==> config.mk <==
export PLATFORM = sky130hd
export DESIGN_NAME = nco_sweep_ctrl
export DESIGN_NICKNAME = d
export VERILOG_FILES = /design/src/rtl/nco_pkg.sv /design/src/rtl/dwell_timer.sv /design/src/rtl/nco_sweep_ctrl.sv
export SDC_FILE = /design/constraint.sdc
export NUM_CORES = 1
export LEC_CHECK = 0
export CAP_MARGIN = 10
export CORE_ASPECT_RATIO = 2
export CORE_MARGIN = 2
export CORE_UTILIZATION = 55
export CTS_CLUSTER_SIZE = 16
export DETAILED_ROUTE_END_ITERATION = 12
export DONT_BUFFER_PORTS = 1
export GPL_TIMING_DRIVEN = 0
export PLACE_DENSITY = 0.81
export SETUP_SLACK_MARGIN = 0.5
export SLEW_MARGIN = 20
export SYNTH_ARGS = -nofsm -noshare
export SYNTH_HDL_FRONTEND = slang
export SYNTH_HIERARCHICAL = 1
export SYNTH_SLANG_ARGS = --single-unit
==> constraint.sdc <==
create_clock -name sys_clk -period 8 [get_ports sys_clk]
set_clock_uncertainty 0.05 [all_clocks]
set_input_delay 0.8 -clock sys_clk [delete_from_list [all_inputs] [get_ports sys_clk]]
set_output_delay 0.8 -clock sys_clk [all_outputs]
set_load 0.05 [all_outputs]
==> src/rtl/nco_pkg.sv <==
`default_nettype none
// ============================================================================
// Module   : nco_pkg
// Purpose  : Shared definitions for the NCO frequency-sweep sequencer:
//            default widths, sweep-mode encoding and sequencer state encoding.
// Ports    : none (package)
// Revision : 1.0 - initial release
// ============================================================================
package nco_pkg;

  localparam int DEF_STEP_W  = 32;
  localparam int DEF_DWELL_W = 16;

  // Mode 3 is reserved and is handled exactly like single.
  typedef enum logic [1:0] {
    SWEEP_SINGLE = 2'd0,
    SWEEP_REPEAT = 2'd1,
    SWEEP_TRI    = 2'd2,
    SWEEP_RSVD   = 2'd3
  } sweep_mode_e;

  typedef enum logic [1:0] {
    ST_IDLE   = 2'd0,
    ST_DWELL  = 2'd1,
    ST_FINISH = 2'd2
  } sweep_state_e;

endpackage : nco_pkg
`default_nettype wire

==> src/rtl/dwell_timer.sv <==
`default_nettype none
// ============================================================================
// Module   : dwell_timer
// Purpose  : Down-counter that times how long each phase_step value is held.
//            A dwell value of 0 is treated as 1.
// Ports    : clk       - clock
//            rst       - synchronous active-high reset
//            load      - (re)load counter with dwell_val
//            run       - counting enabled (sequencer in DWELL)
//            dwell_val - hold time in cycles
//            expire    - high in the last cycle of the current hold
// Revision : 1.0 - initial release
// ============================================================================
module dwell_timer
  import nco_pkg::*;
#(
  parameter int DWELL_W = DEF_DWELL_W
) (
  input  logic               clk,
  input  logic               rst,
  input  logic               load,
  input  logic               run,
  input  logic [DWELL_W-1:0] dwell_val,
  output logic               expire
);

  localparam logic [DWELL_W-1:0] C_ONE = {{(DWELL_W-1){1'b0}}, 1'b1};

  logic [DWELL_W-1:0] cnt_q;
  logic [DWELL_W-1:0] cnt_d;
  logic [DWELL_W-1:0] load_val;

  always_comb begin
    load_val = (dwell_val == '0) ? C_ONE : dwell_val;
    // The counter holds the number of cycles still to show, including the
    // current one, so the value is on its last cycle when the count is 1.
    expire   = run && (cnt_q <= C_ONE);
    cnt_d    = cnt_q;
    if (load) begin
      cnt_d = load_val;
    end else if (run && !expire) begin
      cnt_d = cnt_q - C_ONE;
    end
  end

  always_ff @(posedge clk) begin
    if (rst) begin
      cnt_q <= '0;
    end else begin
      cnt_q <= cnt_d;
    end
  end

endmodule : dwell_timer
`default_nettype wire

==> src/rtl/nco_sweep_ctrl.sv <==
`default_nettype none
// ============================================================================
// Module   : nco_sweep_ctrl
// Purpose  : Frequency-sweep sequencer driving the NCO phase_step input.
//            Steps from a start value toward a stop value in fixed increments,
//            holding each value for a programmable dwell. Single, repeat and
//            triangle modes.
// Ports    : sys_clk, sys_rst       - clock, synchronous active-high reset
//            start, abort           - sweep control
//            cfg_start/stop/inc     - sweep endpoints and step magnitude
//            cfg_dwell, cfg_mode    - hold time per value, sweep mode
//            phase_step, step_upd   - NCO step value and its change strobe
//            busy, done, sweep_dir  - status
// Revision : 1.0 - initial release
// ============================================================================
module nco_sweep_ctrl
  import nco_pkg::*;
#(
  parameter int STEP_W  = DEF_STEP_W,
  parameter int DWELL_W = DEF_DWELL_W
) (
  input  logic               sys_clk,
  input  logic               sys_rst,
  input  logic               start,
  input  logic               abort,
  input  logic [STEP_W-1:0]  cfg_start,
  input  logic [STEP_W-1:0]  cfg_stop,
  input  logic [STEP_W-1:0]  cfg_inc,
  input  logic [DWELL_W-1:0] cfg_dwell,
  input  logic [1:0]         cfg_mode,
  output logic [STEP_W-1:0]  phase_step,
  output logic               step_upd,
  output logic               busy,
  output logic               done,
  output logic               sweep_dir
);

  sweep_state_e       state_q,    state_d;
  sweep_mode_e        mode_q,     mode_d;
  logic [STEP_W-1:0]  ps_q,       ps_d;
  logic [STEP_W-1:0]  start_q,    start_d;
  logic [STEP_W-1:0]  stop_q,     stop_d;
  logic [STEP_W-1:0]  inc_q,      inc_d;
  logic [STEP_W-1:0]  target_q,   target_d;
  logic [DWELL_W-1:0] dwell_q,    dwell_d;
  logic               dir_q,      dir_d;
  logic               step_upd_q, step_upd_d;
  logic               busy_q,     busy_d;
  logic               done_q,     done_d;

  logic               accept;
  logic               end_of_leg;
  logic               flip;
  logic               step_up;
  logic [STEP_W-1:0]  swap_target;
  logic [STEP_W-1:0]  step_target;
  logic [STEP_W:0]    sum;
  logic [STEP_W:0]    diff;
  logic [STEP_W-1:0]  step_val;

  logic               timer_load;
  logic               timer_run;
  logic [DWELL_W-1:0] timer_val;
  logic               timer_expire;

  dwell_timer #(
    .DWELL_W (DWELL_W)
  ) u_dwell_timer (
    .clk       (sys_clk),
    .rst       (sys_rst),
    .load      (timer_load),
    .run       (timer_run),
    .dwell_val (timer_val),
    .expire    (timer_expire)
  );

  // Next-value datapath. A leg ends once the target has been shown for a
  // full dwell; a zero increment can never move, so it ends immediately.
  // In triangle mode the leg turnaround steps straight away in the new
  // direction so the endpoint is not shown twice.
  always_comb begin
    accept      = (state_q == ST_IDLE) && start && !abort;
    end_of_leg  = (ps_q == target_q) || (inc_q == '0);
    flip        = end_of_leg && (mode_q == SWEEP_TRI);
    step_up     = dir_q ^ flip;
    swap_target = (target_q == stop_q) ? start_q : stop_q;
    step_target = flip ? swap_target : target_q;
    sum         = {1'b0, ps_q} + {1'b0, inc_q};
    diff        = {1'b0, ps_q} - {1'b0, inc_q};
    if (step_up) begin
      step_val = (sum[STEP_W] || (sum[STEP_W-1:0] >= step_target))
               ? step_target : sum[STEP_W-1:0];
    end else begin
      step_val = (diff[STEP_W] || (diff[STEP_W-1:0] <= step_target))
               ? step_target : diff[STEP_W-1:0];
    end
  end

  always_comb begin
    state_d    = state_q;
    mode_d     = mode_q;
    ps_d       = ps_q;
    start_d    = start_q;
    stop_d     = stop_q;
    inc_d      = inc_q;
    target_d   = target_q;
    dwell_d    = dwell_q;
    dir_d      = dir_q;
    step_upd_d = 1'b0;
    busy_d     = busy_q;
    done_d     = 1'b0;
    timer_load = 1'b0;
    timer_run  = (state_q == ST_DWELL);
    timer_val  = accept ? cfg_dwell : dwell_q;

    case (state_q)
      ST_IDLE: begin
        dir_d = 1'b0;
        if (accept) begin
          start_d    = cfg_start;
          stop_d     = cfg_stop;
          inc_d      = cfg_inc;
          dwell_d    = cfg_dwell;
          mode_d     = sweep_mode_e'(cfg_mode);
          target_d   = cfg_stop;
          dir_d      = (cfg_start <= cfg_stop);
          ps_d       = cfg_start;
          step_upd_d = 1'b1;
          busy_d     = 1'b1;
          timer_load = 1'b1;
          state_d    = ST_DWELL;
        end
      end

      ST_DWELL: begin
        if (abort) begin
          state_d    = ST_IDLE;
          ps_d       = '0;
          step_upd_d = 1'b1;
          busy_d     = 1'b0;
          dir_d      = 1'b0;
        end else if (timer_expire) begin
          if (end_of_leg && (mode_q == SWEEP_REPEAT)) begin
            ps_d       = start_q;
            step_upd_d = 1'b1;
            timer_load = 1'b1;
          end else if (end_of_leg && (mode_q != SWEEP_TRI)) begin
            // single and reserved modes: keep the final value on the NCO
            state_d = ST_FINISH;
            done_d  = 1'b1;
            busy_d  = 1'b0;
          end else begin
            if (flip) begin
              dir_d    = ~dir_q;
              target_d = swap_target;
            end
            ps_d       = step_val;
            step_upd_d = 1'b1;
            timer_load = 1'b1;
          end
        end
      end

      ST_FINISH: begin
        state_d = ST_IDLE;
        dir_d   = 1'b0;
        if (abort) begin
          ps_d       = '0;
          step_upd_d = 1'b1;
        end
      end

      default: begin
        state_d = ST_IDLE;
        busy_d  = 1'b0;
        dir_d   = 1'b0;
      end
    endcase
  end

  always_ff @(posedge sys_clk) begin
    if (sys_rst) begin
      state_q    <= ST_IDLE;
      mode_q     <= SWEEP_SINGLE;
      ps_q       <= '0;
      start_q    <= '0;
      stop_q     <= '0;
      inc_q      <= '0;
      target_q   <= '0;
      dwell_q    <= '0;
      dir_q      <= 1'b0;
      step_upd_q <= 1'b0;
      busy_q     <= 1'b0;
      done_q     <= 1'b0;
    end else begin
      state_q    <= state_d;
      mode_q     <= mode_d;
      ps_q       <= ps_d;
      start_q    <= start_d;
      stop_q     <= stop_d;
      inc_q      <= inc_d;
      target_q   <= target_d;
      dwell_q    <= dwell_d;
      dir_q      <= dir_d;
      step_upd_q <= step_upd_d;
      busy_q     <= busy_d;
      done_q     <= done_d;
    end
  end

  assign phase_step = ps_q;
  assign step_upd   = step_upd_q;
  assign busy       = busy_q;
  assign done       = done_q;
  assign sweep_dir  = dir_q;

endmodule : nco_sweep_ctrl
`default_nettype wire
==> Word level (Yosys, flattened, before mapping) <==
Cells that the tools add are included.
{ "op_classes": {"n_addsub": 3, "magnitude_cmp": 4, "eq_ne": 19, "muxes": 51, "bitwise": 5, "reduce_logical": 25} }
{ "ops": {"columns": ["operator", "n"], "rows": [
  ["$mux 32", 16],
  ["$pmux 32 s3", 1],
  ["$eq 32x32->1", 2],
  ["$le 32x32->1", 2],
  ["$mux 16", 4],
  ["$pmux 32 s2", 1],
  ["$add 32x32->33", 1],
  ["$sub 32x32->33", 1],
  ["$ge 32x32->1", 1],
  ["$logic_not 32->1", 1],
  ["$mux 1", 19],
  ["$le 16x1->1 const B", 1],
  ["$logic_not 16->1", 1],
  ["$sub 16x1->16 const B", 1],
  ["$ne 3x3->1 const B", 5],
  ["$ne 2x2->1 const B", 7],
  ["$mux 2", 5],
  ["$reduce_and 5->1", 2],
  ["$reduce_and 4->1", 2],
  ["$logic_and 1x1->1", 7],
  ["$pmux 1 s3", 2],
  ["$reduce_and 6->1", 1],
  ["$reduce_or 5->1", 1],
  ["$eq 2x1->1 const B", 2],
  ["other kinds (12)", 21]
]} }
{ "totals": {"ff_bits": 200, "input_bits": 118, "out_inout_bits": 36, "word_cells": 120} }

==> Depth between registers and ports, before layout <==
{ "depth": {"word_depth": 13, "ltp_mapped": 23, "ltp_nobuf": 21} }

==> Modules after synthesis <==
The synthesis kept the hierarchy.
{ "modules_own_cells": {"columns": ["mod", "n_inst", "cells_per_inst", "area_each_um2", "seq_area_each_um2"], "rows": [
  ["nco_sweep_ctrl", 1, 2105, 15579.9, 3683.5],
  ["dwell_timer", 1, 129, 1061.0, 320.3]
]} }

==> Worst setup path before layout <==
No wires, ideal clock.
{ "synth_timing": {"path_kind": "reg2reg", "start": "register ps_q[13], in the netlist phase_step[13]", "end": "register ps_q[30], in the netlist phase_step[30]", "setup_ns": 0.086, "arrival_ns": 5.052, "required_ns": 7.864, "path_slack_ns": 2.812, "stages_incl_launch_ff": 22, "path_buffers": 4, "period_less_slack_ns": 5.188, "path_cell_list": "dfxtp_1 -> ha_1 -> buf_6 -> or4_4 -> a2111oi_4 -> o21ai_1 -> a31oi_1 -> a21boi_1 -> mux2i_1 -> or2_2 -> ha_1 -> a21oi_1 -> nand2_1 -> a2111oi_0 -> o211ai_1 -> a211oi_1 -> and3_1 -> buf_6 -> buf_6 -> buf_2 -> o21ai_0 -> a211oi_1"} }
{ "synth_between": {"elab_chain_cells": 13, "word_cells_on_any_way": 23, "classes_between": "add/sub (2); order compare (2); eq/ne (2); mux (9); bitwise (1); reduce/logical (7)"} }
{ "synth_lines": {"columns": ["element", "line_no", "source"], "rows": [
  ["from (decl)", "nco_sweep_ctrl.sv:40", "logic [STEP_W-1:0] ps_q, ps_d;"],
  ["from (signal assigned)", "nco_sweep_ctrl.sv:198", "ps_q <= ps_d;"],
  ["parallel branches: the longest is 13 deep, another holds $sub 32x32->33", null, null]
]} }
Parallel ways; which one is timed is not known. The select of a mux whose other input is x is not followed.
A chain may end at the register's enable or synchronous reset.

==> Final worst setup path <==
{ "layout_timing": {"start": "register ps_q[5], in the netlist phase_step[5]", "end": "register ps_q[5], in the netlist phase_step[5]"} }
The elaborated chain is that of the path after synthesis.

==> impl_metrics.yaml <==
critical_path:
  stage_delay_of_the_slowest_cell_on_the_critical_path_ns: 0.85
  crit_buf_inv: 5
  cell_family_with_most_cp_delay: "simple AND/OR/NAND/NOR gates"
  setup.worst_path.end_class: "flip-flop"
  critPathRequiredTime_ns: 8.35
  timing.critical_path.from_type: "flip-flop"
  critical_path.cell_chain: "xnor2_1 > nand4_1 > nor4_2 > a21oi_1 > nor2_2 > buf_2 > buf_2 > nor2_1 > a21oi_1 > inv_1 > ha_1 > nand4_1 > nor2_1 > or4b_2 > a31oi_1 > a211oi_1 > and3_1 > buf_6 > nor2_8 > buf_2 > nand2_1 > a21oi_1"
  cpMaxStageDelayCell: "sky130_fd_sc_hd__dfxtp_1"
  worst-setup-path-type: "flip-flop to flip-flop"
  worst_ep_arrival_time_ns: 7.34
  crit_fanout: 10
layout:
  num_antenna_cells: 0
  proportion_of_layout_cells_with_a_drive_suffix_above_1_pct: 4.724
  area.growth.synth_to_final_pct: 6.165
  stdcell_area_sq_um: 17670
  fin_nets: 2539
clock_tree:
  clk_transition_reported_paths_ns: 0.08
  cts-root-buf: "sky130_fd_sc_hd__clkbuf_16"
  cts_setup_buffers: 0
  clk_latency_ns: 0.48
  cts_sinks: 200
  cts.path.max_buffers: 2
  cts_tree: "yes"
  post_cts_resize_count: 0
  post_cts_hold_buffer_count: 0
  numCtsBuffers: 17
  depth_of_the_cts_h_tree: 4
hold_path:
  min-delay-path-class: "input pin to flip-flop"
place:
  gpl.final_weighted_congestion: 1.128
  post-place-ws_ns: 1.208
  placement.io_buffers: 0
  dp_hpwl_um: 51320
  detailed_place.area_sq_um: 17100
global_routing:
  first_pass_grt_wire_length_um: 92580
  number_of_antenna_violations_at_the_first_check_in_global_routing: 0
  gr-total-overflow: 0
  vias_in_the_first_global_route: 16043
  grt.met1_usage_pct: 42.59
  groute.layer.met3.usage_pct: 6.474
  grt.met2_usage_pct: 63.92
  largest_net_degree_at_the_start_of_global_routing: 20
  gr-max-usage-layer: "met2"
  grt_util_all_layers_pct: 38.18
floorplan:
  chipWidth_um: 127.0
  fp.dieH_um: 250.0
  fp.dieArea_sq_um: 31750
  ios: 154
  floorplan_core_area_sq_um: 29950
  start_util_pct: 55.56
  floorplan.rows: 90
logic_synthesis:
  synth-edff-count: 0
  syn_area_per_cell_sq_um: 7.449
  ys_async_sr_fraction_pct: 0
  synth_most_common_cell: "sky130_fd_sc_hd__nand2_1"
  ys_ff_latch: 200
  synth_top_family_by_area: "compound AO/OA/AOI/OAI gates"
  synth_top_flop_cell: "sky130_fd_sc_hd__dfxtp_1"
  synthesis.nets: 2520
  synth.mux.area_fraction_pct: 4.444
  mappedNetlistArea_sq_um: 16640
  yosys.cell_types.count: 89
  post_synth_inst_count: 2234
  synthSimpleGateAreaFrac_pct: 21.11
  yosys_warnings: 6
  ys_top_cells_by_count: "380 x sky130_fd_sc_hd__nand2_1, 273 x sky130_fd_sc_hd__a21oi_1, 200 x sky130_fd_sc_hd__dfxtp_1"
  netlist.area_leader.share_pct: 24.06
  yosys.area_share.xor_xnor_pct: 6.842
  netlist_top_cells_area: "sky130_fd_sc_hd__dfxtp_1 24%, sky130_fd_sc_hd__ha_1 12%, sky130_fd_sc_hd__nand2_1 8.6%"
  synthAdderAreaFrac_pct: 12.72
  ys_seq_area_share_pct: 24.06
  synth-compound-area-share_pct: 24.53
  yosysTopAreaCell: "sky130_fd_sc_hd__dfxtp_1"
drt:
  vias_per_cell: 6.349
  drt_iter0_markers: 1871
  antenna_violating_nets_post_route: 0
  first_pass_iteration_count_of_the_detailed_router: 6
  routedWlPerCell_um: 23.50
  routed_wirelength_um: 61890
  detailroute.via_count: 16717
  drt_drc_violations_left: 0
sta:
  setup_ws_post_layout_ns: 1.017
  final_hold_viol_count: 0
  hold_slack_ns: 0.3304
  minimum_clock_period_after_layout_ns: 6.983
  final_max_slew_viol_count: 0
  min_period_over_period_pct: 87.28
  final-setup-viol-count: 0
  headroom_to_the_max_slew_limit_pct: 26.54
  tightest_slew_ns: 1.102
  totalNegativeSetupSlack_ns: 0
  unrepaired_setup_endpoints_after_global_routing: "no"
  timing.fmax_ghz: 0.1432
pwr:
  p_per_area_nw_per_um2: 247.9
  vdd.ir_drop.worst_uv: 164.7
  cellLeakagePower_nw: 7.072
status:
  result_of_the_run: "finished clean"
flow_run:
  maxCapViolCount: 0
-- final cells by class --
cell class / count / area (sq um)
inverters: 138 / 518.0
clock buffers: 18 / 429.2
flip-flops and latches: 200 / 4004
fillers: 2926 / 12290
plain buffers: 125 / 528.0
clock inverters: 13 / 131.4
multi-input cells: 1771 / 11600
well taps: 368 / 460.4
-- worst paths after layout --
path	start	to	depth (start not counted)	slack, ns
setup / recovery	phase_step[5]	phase_step[5]	22	1.02
hold / removal	sys_rst	u_dwell_timer/cnt_q[7]	1	0.33
setup reg to reg	phase_step[5]	phase_step[5]	22	1.02
hold reg to reg	dwell_q[11]	dwell_q[11]	2	0.42
-- sequential cells by signal, summed over array words and instances, names as in the netlist, 2 cells and up --
| name | flops |
|---|---|
| inc_q | 32 |
| phase_step | 32 |
| start_q | 32 |
| stop_q | 32 |
| target_q | 32 |
| dwell_q | 16 |
| u_dwell_timer/cnt_q | 16 |
| mode_q | 2 |
| state_q | 2 |
-- report_power, final --
part | switching [mW] | total (mW) | internal (mW)
clock network | 0.455 | 0.869 | 0.414
registers | 0.234 | 1.31 | 1.08
logic | 1.40 | 2.20 | 0.793
total | 2.09 | 4.38 | 2.29
-- stage by stage --
stage	util (%)	std cells	total power [mW]
finish	58.98	2633	4.379
global route	58.98	2633	4.614
CTS	58.96	2633	4.324
detailed placement	57.09	2602	3.461
global placement	57.09	2602	3.435
floorplan	-	2234	2.842
-- placed cells by master (no fill, tap or decap), types with 15 or more instances in the layout --
cell type / netlist / routed
sky130_fd_sc_hd__clkbuf_1: 82 / 83
sky130_fd_sc_hd__inv_1: 133 / 133
sky130_fd_sc_hd__nand3_1: 38 / 38
sky130_fd_sc_hd__a21oi_1: 273 / 273
sky130_fd_sc_hd__buf_2: 20 / 20
sky130_fd_sc_hd__a221oi_2: 15 / 15
sky130_fd_sc_hd__nor3_1: 31 / 30
sky130_fd_sc_hd__a21o_1: 17 / 17
sky130_fd_sc_hd__nand2b_1: 16 / 16
sky130_fd_sc_hd__xnor2_1: 120 / 120
sky130_fd_sc_hd__a221oi_1: 16 / 16
sky130_fd_sc_hd__mux2i_1: 66 / 66
sky130_fd_sc_hd__dfxtp_1: 200 / 200
sky130_fd_sc_hd__a211oi_1: 56 / 56
sky130_fd_sc_hd__ha_1: 166 / 166
sky130_fd_sc_hd__nand2_1: 380 / 380
sky130_fd_sc_hd__clkbuf_16: 0 / 17
sky130_fd_sc_hd__buf_1: 18 / 18
sky130_fd_sc_hd__nand4_1: 43 / 43
sky130_fd_sc_hd__a311o_1: 18 / 18
sky130_fd_sc_hd__o21ai_0: 82 / 82
sky130_fd_sc_hd__nor2_1: 168 / 168
sky130_fd_sc_hd__nor4_1: 35 / 35
-- kinds of logic (layout without fill, tap and decap cells) --
family | after synthesis | after routing
adder cells (fa/ha/maj) | 168 | 168
AND/OR/NAND/NOR | 777 | 777
AO/OA/AOI/OAI | 623 | 623
flip-flops | 200 | 200
buffers and inverters | 263 | 294
XOR/XNOR | 130 | 130
multiplexers | 73 | 73
-- worst register-to-register path: cells and delay by family (launching register included) --
kind,cells,cell delay (ns)
AO/OA/AOI/OAI,5,1.35
buffers and inverters,5,1.26
flip-flops,1,0.85
adder cells (fa/ha/maj),1,0.35
AND/OR/NAND/NOR,10,2.74
XOR/XNOR,1,0.33
-- routing by layer --
metal	vias up	part of all wire, %
met5	-	0
met4	0	8.8
met3	229	6.9
met2	796	47
met1	7698	37
li1	7994	-
Power figures use the tool's default switching activity.
